### config.mk
export PLATFORM = sky130hd
export DESIGN_NAME = pwm_sine_cmd_ctrl
export DESIGN_NICKNAME = d
export VERILOG_FILES = /design/src/rtl/pwm_sine_cmd_ctrl.sv
export SDC_FILE = /design/constraint.sdc
export NUM_CORES = 1
export LEC_CHECK = 0
export BUFFER_PORTS_ARGS = -buffer_cell sky130_fd_sc_hd__buf_2
export CORE_ASPECT_RATIO = 0.7
export CORE_UTILIZATION = 54
export CTS_BUF_LIST = sky130_fd_sc_hd__clkbuf_8
export DETAILED_ROUTE_END_ITERATION = 12
export HOLD_SLACK_MARGIN = 0.15
export PLACE_DENSITY = 0.78
export SETUP_SLACK_MARGIN = 0.02
export SLEW_MARGIN = 20
export SYNTH_ARGS = -nofsm -noshare
export SYNTH_HDL_FRONTEND = slang
export SYNTH_SLANG_ARGS = --single-unit
### constraint.sdc
create_clock -name clk1 -period 2.3 [get_ports clk1]
set_input_delay 0.23 -clock clk1 [delete_from_list [all_inputs] [get_ports clk1]]
set_output_delay 0.23 -clock clk1 [all_outputs]
set_load 0.02 [all_outputs]
### src/rtl/pwm_sine_cmd_ctrl.sv
// UART command controller for the PWM sine generator.
// Parses SYNC/CMD/DH/DL/CHK frames from the UART receiver, updates the generator
// configuration (phase increment, amplitude, enable) and answers with ACK, NAK or a
// two-byte status reply over a valid/ready byte interface.
module pwm_sine_cmd_ctrl #(
    parameter logic [15:0] FREQ_RST    = 16'h0100,
    parameter logic [7:0]  AMP_RST     = 8'hFF,
    parameter int unsigned TIMEOUT_CYC = 100000,
    parameter logic [7:0]  SYNC_BYTE   = 8'hA5
) (
    input  logic        clk1,
    input  logic        rst,
    input  logic [7:0]  rx_data,
    input  logic        rx_valid,
    output logic [7:0]  tx_data,
    output logic        tx_valid,
    input  logic        tx_ready,
    output logic [15:0] freq_word,
    output logic [7:0]  amplitude,
    output logic        gen_en,
    output logic        cfg_update,
    output logic [7:0]  err_count
);

    // Counter must be able to hold TIMEOUT_CYC itself.
    localparam int unsigned    CntW   = $clog2(TIMEOUT_CYC + 1);
    localparam logic [CntW-1:0] CntMax = CntW'(TIMEOUT_CYC - 1);

    localparam logic [7:0] CmdFreq   = 8'h01;
    localparam logic [7:0] CmdAmp    = 8'h02;
    localparam logic [7:0] CmdEnable = 8'h03;
    localparam logic [7:0] CmdStatus = 8'h04;
    localparam logic [7:0] ByteAck   = 8'h06;
    localparam logic [7:0] ByteNak   = 8'h15;

    typedef enum logic [3:0] {
        StIdle,
        StGetCmd,
        StGetDh,
        StGetDl,
        StGetChk,
        StExec,
        StTxAck,
        StTxHi,
        StTxLo,
        StTxNak
    } state_e;

    state_e          r_state;
    state_e          w_state_d;

    logic [CntW-1:0] r_cnt;
    logic [7:0]      r_cmd;
    logic [7:0]      r_dh;
    logic [7:0]      r_dl;
    logic [7:0]      r_chk;

    logic [15:0]     r_freq;
    logic [7:0]      r_amp;
    logic            r_gen_en;
    logic            r_cfg_update;
    logic [7:0]      r_err_count;
    logic [7:0]      r_tx_data;
    logic            r_tx_valid;

    logic            w_in_get;
    logic            w_timeout;
    logic            w_tx_fire;
    logic            w_chk_ok;
    logic            w_cmd_known;
    logic            w_exec_ok;

    logic            w_freq_we;
    logic            w_amp_we;
    logic            w_en_we;
    logic            w_err_inc;
    logic            w_tx_valid_d;
    logic [7:0]      w_tx_byte;

    assign w_in_get    = (r_state == StGetCmd) || (r_state == StGetDh) ||
                         (r_state == StGetDl)  || (r_state == StGetChk);
    // A byte arriving on the last allowed cycle still wins over the timeout.
    assign w_timeout   = w_in_get && !rx_valid && (r_cnt == CntMax);
    assign w_tx_fire   = r_tx_valid && tx_ready;
    assign w_chk_ok    = (r_chk == (r_cmd ^ r_dh ^ r_dl));
    assign w_cmd_known = (r_cmd == CmdFreq) || (r_cmd == CmdAmp) ||
                         (r_cmd == CmdEnable) || (r_cmd == CmdStatus);
    assign w_exec_ok   = w_chk_ok && w_cmd_known;

    // State register.
    always_ff @(posedge clk1) begin
        if (rst) begin
            r_state <= StIdle;
        end else begin
            r_state <= w_state_d;
        end
    end

    // Next-state logic; bytes arriving in EXEC or TX states are simply not looked at.
    always_comb begin
        w_state_d = r_state;
        case (r_state)
            StIdle: begin
                if (rx_valid && (rx_data == SYNC_BYTE)) begin
                    w_state_d = StGetCmd;
                end
            end
            StGetCmd: begin
                if (rx_valid) begin
                    w_state_d = StGetDh;
                end else if (w_timeout) begin
                    w_state_d = StIdle;
                end
            end
            StGetDh: begin
                if (rx_valid) begin
                    w_state_d = StGetDl;
                end else if (w_timeout) begin
                    w_state_d = StIdle;
                end
            end
            StGetDl: begin
                if (rx_valid) begin
                    w_state_d = StGetChk;
                end else if (w_timeout) begin
                    w_state_d = StIdle;
                end
            end
            StGetChk: begin
                if (rx_valid) begin
                    w_state_d = StExec;
                end else if (w_timeout) begin
                    w_state_d = StIdle;
                end
            end
            StExec: begin
                w_state_d = w_exec_ok ? StTxAck : StTxNak;
            end
            StTxAck: begin
                if (w_tx_fire) begin
                    w_state_d = (r_cmd == CmdStatus) ? StTxHi : StIdle;
                end
            end
            StTxHi: begin
                if (w_tx_fire) begin
                    w_state_d = StTxLo;
                end
            end
            StTxLo: begin
                if (w_tx_fire) begin
                    w_state_d = StIdle;
                end
            end
            StTxNak: begin
                if (w_tx_fire) begin
                    w_state_d = StIdle;
                end
            end
            default: begin
                w_state_d = StIdle;
            end
        endcase
    end

    // Output decode: register write enables and the next TX byte/valid.
    // tx_valid drops for one cycle after every accepted byte, and rises while the
    // FSM is heading into (or waiting in) a TX state.
    always_comb begin
        w_freq_we    = 1'b0;
        w_amp_we     = 1'b0;
        w_en_we      = 1'b0;
        w_err_inc    = 1'b0;
        w_tx_byte    = 8'h00;
        w_tx_valid_d = 1'b0;

        if (r_state == StExec) begin
            w_freq_we = w_exec_ok && (r_cmd == CmdFreq);
            w_amp_we  = w_exec_ok && (r_cmd == CmdAmp);
            w_en_we   = w_exec_ok && (r_cmd == CmdEnable);
            w_err_inc = !w_exec_ok;
        end

        case (w_state_d)
            StTxAck: w_tx_byte = ByteAck;
            StTxHi:  w_tx_byte = r_freq[15:8];
            StTxLo:  w_tx_byte = r_freq[7:0];
            StTxNak: w_tx_byte = ByteNak;
            default: w_tx_byte = 8'h00;
        endcase

        if ((w_state_d == StTxAck) || (w_state_d == StTxHi) ||
            (w_state_d == StTxLo) || (w_state_d == StTxNak)) begin
            w_tx_valid_d = !w_tx_fire;
        end
    end

    // Inter-byte timeout counter, only running while a frame is being received.
    always_ff @(posedge clk1) begin
        if (rst) begin
            r_cnt <= '0;
        end else if (w_in_get && !rx_valid) begin
            r_cnt <= r_cnt + CntW'(1);
        end else begin
            r_cnt <= '0;
        end
    end

    // Frame field capture.
    always_ff @(posedge clk1) begin
        if (rst) begin
            r_cmd <= 8'h00;
            r_dh  <= 8'h00;
            r_dl  <= 8'h00;
            r_chk <= 8'h00;
        end else if (rx_valid) begin
            case (r_state)
                StGetCmd: r_cmd <= rx_data;
                StGetDh:  r_dh  <= rx_data;
                StGetDl:  r_dl  <= rx_data;
                StGetChk: r_chk <= rx_data;
                default:  ;
            endcase
        end
    end

    // Configuration registers; cfg_update rises on the same edge as the write.
    always_ff @(posedge clk1) begin
        if (rst) begin
            r_freq       <= FREQ_RST;
            r_amp        <= AMP_RST;
            r_gen_en     <= 1'b0;
            r_cfg_update <= 1'b0;
        end else begin
            if (w_freq_we) begin
                r_freq <= {r_dh, r_dl};
            end
            if (w_amp_we) begin
                r_amp <= r_dl;
            end
            if (w_en_we) begin
                r_gen_en <= r_dl[0];
            end
            r_cfg_update <= w_freq_we || w_amp_we || w_en_we;
        end
    end

    // Saturating count of NAKed frames.
    always_ff @(posedge clk1) begin
        if (rst) begin
            r_err_count <= 8'h00;
        end else if (w_err_inc && (r_err_count != 8'hFF)) begin
            r_err_count <= r_err_count + 8'h01;
        end
    end

    // TX byte register; data only reloads while valid is (re)asserted so it is
    // stable during a stall.
    always_ff @(posedge clk1) begin
        if (rst) begin
            r_tx_valid <= 1'b0;
            r_tx_data  <= 8'h00;
        end else begin
            r_tx_valid <= w_tx_valid_d;
            if (w_tx_valid_d) begin
                r_tx_data <= w_tx_byte;
            end
        end
    end

    assign tx_data    = r_tx_data;
    assign tx_valid   = r_tx_valid;
    assign freq_word  = r_freq;
    assign amplitude  = r_amp;
    assign gen_en     = r_gen_en;
    assign cfg_update = r_cfg_update;
    assign err_count  = r_err_count;

endmodule

==> results of run 1 <==
## cell families after synthesis
| logic type | after synthesis |
|---|---|
| DFF | 96 |
| and+or+nand+nor | 202 |
| muxes | 40 |
| xor gates and xnor gates | 41 |
| AOI/OAI and AO/OA | 55 |
| adders and majority gates | 2 |
| buffers and inverters | 37 |
## stage by stage
| stage | util, % | power, mW | setup slack, ns | area, µm² |
|---|---|---|---|---|
| CTS | 69.7 | 2.84 | -0.0148 | 5190 |
| global placement | 65.8 | 1.76 | 0.00793 | 4900 |
| global route | 71.8 | 2.92 | -0.154 | 5350 |
| finish | 71.8 | 2.82 | -0.0627 | 5350 |
| floorplan | - | 1.73 | 0.0530 | 4260 |
| detailed placement | 65.8 | 1.76 | -0.131 | 4900 |
## layer usage
| metal | part of all wire, % | vias to the layer above | global-route usage, % |
|---|---|---|---|
| li1 | - | 1830 | - |
| met1 | 48 | 1774 | 38.3 |
| met2 | 44 | 118 | 38.3 |
| met3 | 5.8 | 24 | 6.76 |
| met4 | 1.9 | 0 | 8.77 |
| met5 | 0 | - | 0 |
## timing repair
action / in CTS / in global routing
pin swaps: 8 / 19
hold endpoints to repair: 2 / 0
setup buffers: 3 / 4
endpoints found under the setup margin: 33 / 35
cloned: 1 / 1
gates resized for setup: 13 / 22
hold buffers: 2 / 0
## critical path, delay by kind of cell (launching register included)
| family | cells | cell delay (ns) |
|---|---|---|
| AO/OA/AOI/OAI | 1 | 0.38 |
| XOR/XNOR | 2 | 0.32 |
| flip-flops | 1 | 0.35 |
| multiplexers | 1 | 0.30 |
| AND/OR/NAND/NOR | 3 | 0.90 |
## sequential cells by signal, indices dropped and copies added (netlist names)
name	flops
gen_en	1
err_count	8
r_state	4
cfg_update	1
r_dl	8
r_chk	8
r_dh	8
r_cmd	8
tx_data	8
tx_valid	1
r_cnt	17
amplitude	8
freq_word	16
## worst paths after layout
kind	endpoint	slack, ns	cells after the start
max	err_count[5]	-0.06	7
max reg2reg	err_count[5]	-0.06	7
min reg2reg	amplitude[5]	0.47	1
min	r_dh[0]	0.17	3
## final cells by class
| class | count | area [µm²] | share of cell area, % |
|---|---|---|---|
| Multi-Input combinational cell | 342 | 2340 | 43.7 |
| Sequential cell | 96 | 1930 | 36.1 |
| Timing Repair Buffer | 108 | 704 | 13.2 |
| Clock buffer | 9 | 124 | 2.32 |
| Tap cell | 98 | 123 | 2.29 |
| Clock inverter | 7 | 72.6 | 1.36 |
| Inverter | 15 | 56.3 | 1.05 |
## power groups by stage
stage / logic, mW / registers (mW) / clock network [mW]
after floorplan: 0.0298 / 1.70 / 0
after global placement: 0.0600 / 1.70 / 0
after detailed placement: 0.0622 / 1.70 / 0
after CTS: 0.0657 / 1.66 / 1.12
after global routing: 0.0737 / 1.66 / 1.19
final: 0.0686 / 1.66 / 1.09
## cells in the final DEF, fill, tap and decap left out, drive strengths merged, types with 4 or more instances in the layout
master | synthesis | final
nor3 | 5 | 5
nand4 | 6 | 6
nand3 | 28 | 28
buf | 6 | 106
nor2 | 93 | 93
a211o | 9 | 9
a21oi | 19 | 19
inv | 15 | 17
clkbuf | 16 | 9
or3 | 4 | 4
nand3b | 8 | 9
o21ai | 9 | 9
xnor2 | 25 | 25
a311oi | 8 | 8
nor3b | 5 | 5
xor2 | 15 | 15
nor2b | 5 | 5
dfxtp | 96 | 96
or4 | 4 | 4
mux2i | 39 | 39
nand2 | 27 | 27
==> metrics.cfg, run 1 <==
[run_status]
status = finished with violations
violations = negative setup slack

[hold_path]
hold_path.class = in -> reg
holdCritStartpoint = rx_data[0]

[synth]
synth-xor-area-share_pct = 8.75
syn_nets = 487
ys_types = 50
synthTopCellsByCount = 96 x dfxtp_1, 93 x nor2_1, 39 x mux2i_1, 28 x nand3_1, 27 x nand2_1
synth_compound_area_share_pct = 9.05
synthSimpleGateAreaFrac_pct = 23.3
yosysMostFrequentCell = dfxtp_1
synth_seq_cells = 96
yosys_warnings = 0
async_flop_share_pct = 0
yosys.area_share.adder_pct = 0.588
synth_top_family_by_area = simple AND/OR/NAND/NOR gates
synth_top_cell_area_share_pct = 45.1
ys.flop_type = dfxtp_1
netlist_instances = 473
yosys-mux-area-fraction_pct = 9.43
syn-cell-area_um2 = 4260
avgSynthCellArea_um2 = 9.00
seq_area_frac_synth_pct = 45.1
synth_area_leaders = dfxtp_1 45%, mux2i_1 9.2%, nor2_1 8.2%
synth-edff-count = 0
synth_area_leader_cell = dfxtp_1

[timing]
maxSlewHeadroom_pct = 56.9
worstMarginPinSlew_ns = 0.642
finalHoldViolations = 0
rsz0062_at_grt = yes
whs_ns = 0.167
finClkSkew_ns = 0.0109
setup_tns_ns = -0.284
fin_crit_sh_pct = 103
setup_viol = 12
fin_ws_ns = -0.0627
slew_violations = 0
fmax_ghz = 0.423
period_minus_slack_ns = 2.36

[floorplanning]
core_area_um2 = 7450
placementRows = 26
die_w_um = 108
die_area_um2 = 8250
io_pins = 55
start_util_pct = 57.2
fp.dieH_um = 76.3

[cells_and_area]
final-instance-count-excl-fill = 675
nNetsFinal = 586
drive_gt1_share_pct = 26.3
fillers = 574
area_growth_syn_to_layout_pct = 25.6
num_antenna_cells = 0

[critical_path]
crit_fanout = 4
cpPeakStageDelay_ns = 0.57
arrival_ns = 2.62
cp_cell_sequence = xor2_2, xnor2_1, or4_4, o31ai_4, nor3_1, and3_1, mux2_1
cp-start-kind = flip-flop
cpMaxStageDelayCell = or4_4
r2r_start = r_dh[7]
critical_path_class = reg -> reg
cp-end-kind = flip-flop
cp.required_ns = 2.56
worstSetupStartpoint = r_dh[7]

[run]
drv_cap = 0

[place]
io_buffers = 54
gp_congestion = 0.887
dp.cells = 648
detailed_place_hpwl_mm = 7.40

[pwr]
vdd_drop_max_v = 0.000448
p_sw_share_pct = 22.5
p_sw_uw = 633
p_int_mw = 2.18
p_clk_share_pct = 38.7
p_seq_share_pct = 58.9
comb_power_share_pct = 2.4
power_density_nw_per_um2 = 527
p_leak_nw = 2.36

[cts]
tritoncts = built
cts_buffers = 9
clk-insertion-delay-late_ns = 0.37
cts_max_path_buffers = 2
cts.sinks = 96
clk_pin_slew_ns = 0.09
root_buffer = clkbuf_8
cts.htree.levels = 3

[routing]
wl_per_cell_um = 15.8
drt-initial-drc-count = 291
vias = 3746
via_per_inst = 5.55
ant_nets = 0
drt_wl_total_mm = 10.6
drtPass1Iterations = 5
drt_drc_violations_left = 0

[grt]
antenna_found_initial = 0
track_usage_pct = 26.6
grt_pass1_wl_mm = 16.9
grt_pass1_vias = 3418
overflow = 0
grt_max_degree = 55

Power figures use the tool's default switching activity.
==> inputs of run 2 (changes only) <==
CORE_UTILIZATION = 52   (was 54)
CTS_BUF_LIST = sky130_fd_sc_hd__clkbuf_8 sky130_fd_sc_hd__clkbuf_16   (was sky130_fd_sc_hd__clkbuf_8)
PLACE_DENSITY = 0.76   (was 0.78)
==> run 2 against run 1 <==
The flow still finishes with violations (negative setup slack). Non-clock buffer count shrank 6. Register-to-register slack is essentially flat. Setup slack gained 0.0020 ns. Clock-buffer cell count grew 1. Global-route usage shrank 1.5 points. Total power grew 13%. Clock power grew 33%. First-iteration DRC count is the same. Sequential cell count is the same. Highest routed layer unchanged.
==> metrics.cfg, run 2 (synthesis results as in run 1) <==
[place]
detailed_place_hpwl_mm = 7.20  ; -2.7%
placed_area_um2 = 4860  ; -0.69%
pre_cts_slack_ns = -0.163  ; -0.0318 ns
io_buffers = 54  ; unchanged
gp_congestion = 0.825  ; -7.0%

[critical_path]
cpPeakStageDelay_ns = 0.58  ; about the same
r2r_setup_slack_ns = -0.06  ; about the same
critical_path_class = reg -> reg
cp_cell_sequence = xnor2_2, xnor2_1, or4_4, o31ai_4, buf_4, nor2_1, a211o_1, nand2_1
arrival_ns = 2.65  ; +0.03 ns
r2r_end = err_count[6]
cp-start-kind = flip-flop
crit_path_end = err_count[6]
worstSetupStartpoint = r_cmd[6]
cp-end-kind = flip-flop
r2r_start = r_cmd[6]
cp.required_ns = 2.59  ; +0.03 ns
rr_worst_depth = 8  ; +1
crit_fanout = 5  ; +1
cpMaxStageDelayCell = or4_4

[grt]
grt_pass1_vias = 3372  ; -1.3%
antenna_found_initial = 0  ; unchanged
grt_pass1_wl_mm = 16.3  ; -3.4%
track_usage_pct = 25.0  ; -1.5 points
overflow = 0  ; unchanged
grt_max_degree = 84  ; +53%

[cells_and_area]
multi_input_area_um2 = 2330  ; -0.32%
largest_reg_flops = 17  ; unchanged
regMostFlops = r_cnt
area_growth_syn_to_layout_pct = 26.4
num_antenna_cells = 0  ; unchanged
fillers = 621  ; +8.2%
mostFrequentLayoutCells = 92 x nor2_1, 90 x dfxtp_1, 54 x buf_2
final_common_cell = nor2_1
nNetsFinal = 580  ; -1.0%
drive_gt1_share_pct = 25.8  ; -0.55 points
final_area_um2 = 5390  ; +0.68%
seqCellArea_um2 = 1930  ; -0.13%
fin_util_pct = 68.1  ; -3.7 points

[cts]
hold_buffers = 0  ; -2
clk-insertion-delay-late_ns = 0.34  ; -0.03 ns
cts.htree.levels = 3  ; unchanged
tritoncts = built
root_buffer = clkbuf_16
cts_buffers = 9  ; unchanged
cts_max_path_buffers = 2  ; unchanged
cts.sinks = 96  ; unchanged
clk_pin_slew_ns = 0.06  ; -0.03 ns

[floorplanning]
start_util_pct = 53.9  ; -3.3 points
die_area_um2 = 8560  ; +3.8%
fp.dieH_um = 77.7  ; +1.9%
die_w_um = 110  ; +1.9%
core_area_um2 = 7910  ; +6.1%
io_pins = 55  ; unchanged
placementRows = 27  ; +3.8%

[pwr]
fin_total_pwr_mw = 3.18  ; +13%
p_leak_nw = 2.38  ; +1.0%
p_seq_share_pct = 52.3  ; -6.6 points
p_sw_uw = 644  ; +1.6%
power_density_nw_per_um2 = 590  ; +12%
p_int_mw = 2.54  ; +16%
p_clk_share_pct = 45.7  ; +7.0 points
comb_power_share_pct = 2.0  ; -0.4 points
vdd_drop_max_v = 0.000487  ; +8.6%
p_sw_share_pct = 20.2  ; -2.2 points

[run]
drv_cap = 0  ; unchanged

[timing]
period_minus_slack_ns = 2.36  ; -0.00197 ns
setup_viol = 9  ; -3
finClkSkew_ns = 0.00573  ; -0.00513 ns
finalHoldViolations = 0  ; unchanged
slew_violations = 0  ; unchanged
fmax_ghz = 0.424  ; about the same
maxSlewHeadroom_pct = 43.7  ; -13 points
fin_ws_ns = -0.0607  ; +0.00197 ns
worstMarginPinSlew_ns = 0.844  ; +0.202 ns
whs_ns = 0.188  ; +0.0211 ns
rsz0062_at_grt = yes
fin_crit_sh_pct = 103  ; about the same

[run_status]
violations = negative setup slack
status = finished with violations

[routing]
wl_per_cell_um = 15.8  ; about the same
vias = 3804  ; +1.5%
ant_nets = 0  ; unchanged
drt_wl_total_mm = 10.6  ; -0.61%
drt-initial-drc-count = 291  ; unchanged
via_per_inst = 5.67  ; +2.2%
drt_drc_violations_left = 0  ; unchanged
drtPass1Iterations = 6  ; +1

[hold_path]
hold_path.class = in -> reg

[run 2: changes by cell type in the layout (fill, tap and decap cells not counted), moves of 3 or more]
cell	before	now
nor3b_2	0	3
buf_4	48	44
clkbuf_8	9	1
nor2_4	3	0
nor3b_1	5	2
clkbuf_16	0	9
[run 2: repair_timing]
| item | 4_1_cts | 5_1_grt |
|---|---|---|
| gates cloned | 1 | 1 |
| setup endpoints to repair | 32 | 40 |
| buffers inserted | 3 | 5 |
| pin swaps | 3 | 20 |
| gates resized for setup | 7 | 27 |
[run 2: final cells by class]
type,instances,area share (%)
Multi-Input combinational cell,342,43.3
Sequential cell,96,35.8
Timing Repair Buffer,102,12.2
Clock buffer,10,4.44
Tap cell,101,2.35
Inverter,15,1.05
Clock inverter,5,0.929
[run 2: how the worst min path moves through the flow]
stage	startpoint	end	slack, ns	cells past startpoint
global route	rx_data[3]	r_dh[3]	0.19	3
CTS	rx_data[2]	r_dh[2]	0.18	3
finish	rx_data[2]	r_dh[2]	0.19	3
global placement	amplitude[7]	amplitude[7]	0.44	1
detailed placement	amplitude[2]	amplitude[2]	0.44	1
floorplan	rx_data[1]	r_cmd[1]	0.37	2
[run 2: metal layers]
layer	track usage, %	up-vias	wire length [µm]
met3	7.73	13	773
met2	38.6	146	4840
met1	34.3	1822	4840
li1	-	1823	-
met5	0	-	0
met4	5.39	0	115
[run 2: through the flow]
| stage | cells | TNS, ns |
|---|---|---|
| 2_1_floorplan | 473 | 0 |
| 3_3_place_gp | 646 | 0 |
| 4_1_cts | 665 | -0.00128 |
| 5_1_grt | 671 | -1.72 |
| 3_5_place_dp | 646 | -2.48 |
| 6_report | 671 | -0.261 |
[run 2: power by group through the flow]
stage	Sequential [mW]	Combinational, mW	Clock, mW
finish	1.66	0.0642	1.45
global route	1.66	0.0688	1.54
CTS	1.66	0.0608	1.48
detailed placement	1.70	0.0597	0
global placement	1.70	0.0586	0
floorplan	1.70	0.0298	0
[run 2: worst max-delay path, delay by kind of cell (launching register included)]
kind / cells / cell delay, ns
AOI/OAI and AO/OA: 2 / 0.72
xor gates and xnor gates: 2 / 0.28
buffers and inverters: 1 / 0.21
DFF: 1 / 0.34
and+or+nand+nor: 3 / 0.74
==> inputs of run 3 (changes only) <==
ABC_CLOCK_PERIOD_IN_PS = 2300   (was unset)
CELL_PAD_IN_SITES_DETAIL_PLACEMENT = 0   (was unset)
CELL_PAD_IN_SITES_GLOBAL_PLACEMENT = 1   (was unset)
CORE_UTILIZATION = 39   (was 52)
CTS_BUF_LIST = sky130_fd_sc_hd__clkbuf_16   (was sky130_fd_sc_hd__clkbuf_8 sky130_fd_sc_hd__clkbuf_16)
PLACE_DENSITY = unset   (was 0.76)
PLACE_DENSITY_LB_ADDON = 0.1   (was unset)
==> run 3 against run 2 <==
Critical path depth is 1 lower. Sequential cell count is the same. Wire length up 4.5%. Highest routed layer unchanged. First-iteration DRC count decreased by 37%. Register-to-register slack gained 0.08 ns. Via count is 4.5% lower. Total power is 7.6% higher. The run now ends clean. Sequential share of layout area down 1.4 points. Non-clock buffer count up 5. Sequential power about the same. Clock power grew 17%. Cell count is 5.5% higher.
==> metrics.cfg, run 3 (synthesis results as in run 1) <==
[cells_and_area]
mostFrequentLayoutCells = 90 x dfxtp_1, 84 x nor2_1, 54 x buf_2
fillers = 1012  ; +63%
regMostFlops = r_cnt
drive_gt1_share_pct = 28.6  ; +2.9 points
multi_input_area_um2 = 2400  ; +2.9%
final-instance-count-excl-fill = 708  ; +5.5%
area_growth_syn_to_layout_pct = 31.6
num_antenna_cells = 0  ; unchanged
seqCellArea_um2 = 1930  ; unchanged
nNetsFinal = 585  ; +0.86%
largest_reg_flops = 17  ; unchanged
final_area_um2 = 5600  ; +4.1%
fin_util_pct = 53.5  ; -15 points
final_common_cell = dfxtp_1

[pwr]
vdd_drop_max_v = 0.000381  ; -22%
fin_total_pwr_mw = 3.42  ; +7.6%
power_density_nw_per_um2 = 610  ; +3.4%
p_leak_nw = 2.43  ; +2.3%

[hold_path]
hold_path.class = in -> reg

[routing]
wl_per_cell_um = 15.6  ; -0.95%
vias = 3632  ; -4.5%
drtPass1Iterations = 4  ; -2
ant_nets = 0  ; unchanged
drt_wl_total_mm = 11.0  ; +4.5%
drt_drc_violations_left = 0  ; unchanged
drt-initial-drc-count = 184  ; -37%
via_per_inst = 5.13  ; -9.5%

[floorplanning]
start_util_pct = 40.7  ; -13 points
core_area_um2 = 10500  ; +32%
placementRows = 31  ; +15%
fp.dieH_um = 89.4  ; +15%
die_area_um2 = 11300  ; +33%
io_pins = 55  ; unchanged
die_w_um = 127  ; +15%

[place]
placed_area_um2 = 4970  ; +2.1%
gp_congestion = 0.783  ; -5.1%
dp.cells = 684  ; +5.9%
detailed_place_hpwl_mm = 7.69  ; +6.8%
io_buffers = 54  ; unchanged

[timing]
period_minus_slack_ns = 2.28  ; -0.0793 ns
finalHoldViolations = 0  ; unchanged
slew_violations = 0  ; unchanged
fmax_ghz = 0.438  ; +3.5%
setup_viol = 0  ; -9
maxSlewHeadroom_pct = 41.4  ; -2.4 points
rsz0062_at_grt = yes
worstMarginPinSlew_ns = 0.879  ; +0.0357 ns
finClkSkew_ns = 0.00844  ; +0.00272 ns
setup_tns_ns = 0  ; +0.261 ns
fin_crit_sh_pct = 99.2  ; -3.4 points

[grt]
grt_max_degree = 84  ; unchanged
overflow = 0  ; unchanged
grt_pass1_wl_mm = 17.6  ; +8.2%
track_usage_pct = 20.5  ; -4.5 points
grt_pass1_vias = 3367  ; -0.15%
antenna_found_initial = 0  ; unchanged

[cts]
cts.htree.levels = 3  ; unchanged
tritoncts = built
cts_max_path_buffers = 2  ; unchanged
clk_pin_slew_ns = 0.07  ; about the same
root_buffer = clkbuf_16
clk-insertion-delay-late_ns = 0.34  ; about the same
cts.sinks = 96  ; unchanged
cts_buffers = 9  ; unchanged

[critical_path]
arrival_ns = 2.51  ; -0.14 ns
crit_fanout = 6  ; +1
critical_path_class = reg -> reg
cp-end-kind = flip-flop
cp-start-kind = flip-flop
cp.required_ns = 2.53  ; -0.06 ns

[run]
drv_cap = 0  ; unchanged

[run_status]
status = finished, final reports clean

-- run 3: changes by cell type in the layout (fill, tap and decap cells not counted), moves of 2 or more --
cell	previous run	this run
nor2_1	92	84
nor2_2	1	7
buf_6	3	7
nand3_1	26	22
nand3_2	2	5
nor3b_1	2	5
nor3b_2	3	0
bufinv_16	1	3
nor2_4	0	2
-- run 3: worst paths after layout --
kind | start | to | slack (ns) | depth (start not counted)
hold / removal | rx_data[1] | r_cmd[1] | 0.19 | 3
hold reg to reg | amplitude[0] | amplitude[0] | 0.47 | 1
setup / recovery | r_dl[7] | amplitude[7] | 0.02 | 7
setup reg to reg | r_dl[7] | amplitude[7] | 0.02 | 7
-- run 3: where the power goes --
part | switching [mW] | internal (mW)
Clock | 0.636 | 1.06
Combinational | 0.0483 | 0.0182
Sequential | 0.000314 | 1.66
Total | 0.685 | 2.73
-- run 3: final cells by class --
cell class	count	area share (%)
multi-input cells	342	42.8
flip-flops and latches	96	34.4
repair buffers	107	12.8
clock buffers	9	4.02
well taps	132	2.95
clock inverters	7	1.99
inverters	15	1.00
-- run 3: routing by layer --
metal | global-route usage, % | wire length, µm
met4 | 4.87 | 53
met3 | 4.91 | 362
met5 | 0 | 0
met2 | 30.4 | 4790
met1 | 29.9 | 5850
-- run 3: critical path, stage by stage, from the launching register on --
cell and delay [ns]:
dfxtp_2 0.33, xor2_2 0.17, xnor2_1 0.12, or4_4 0.58
nor4b_4 0.34, buf_6 0.18, nand3b_4 0.13, a211o_1 0.30
-- run 3: repair_timing --
| item | CTS | global route |
|---|---|---|
| setup endpoints to repair | 32 | 39 |
| hold buffers | 0 | 0 |
| endpoints found under the hold margin | 0 | 0 |
| gates resized for setup | 15 | 39 |
| pin swaps | 6 | 24 |
| cloned | 2 | 0 |
| buffers inserted | 3 | 3 |
-- run 3: per-stage QoR --
step / setup WS, ns / hold WS, ns
floorplan: 0.0530 / 0.366
global placement: -0.0659 / 0.440
detailed placement: -0.169 / 0.444
finish: 0.0186 / 0.190
CTS: -0.000174 / 0.177
global route: -0.100 / 0.198
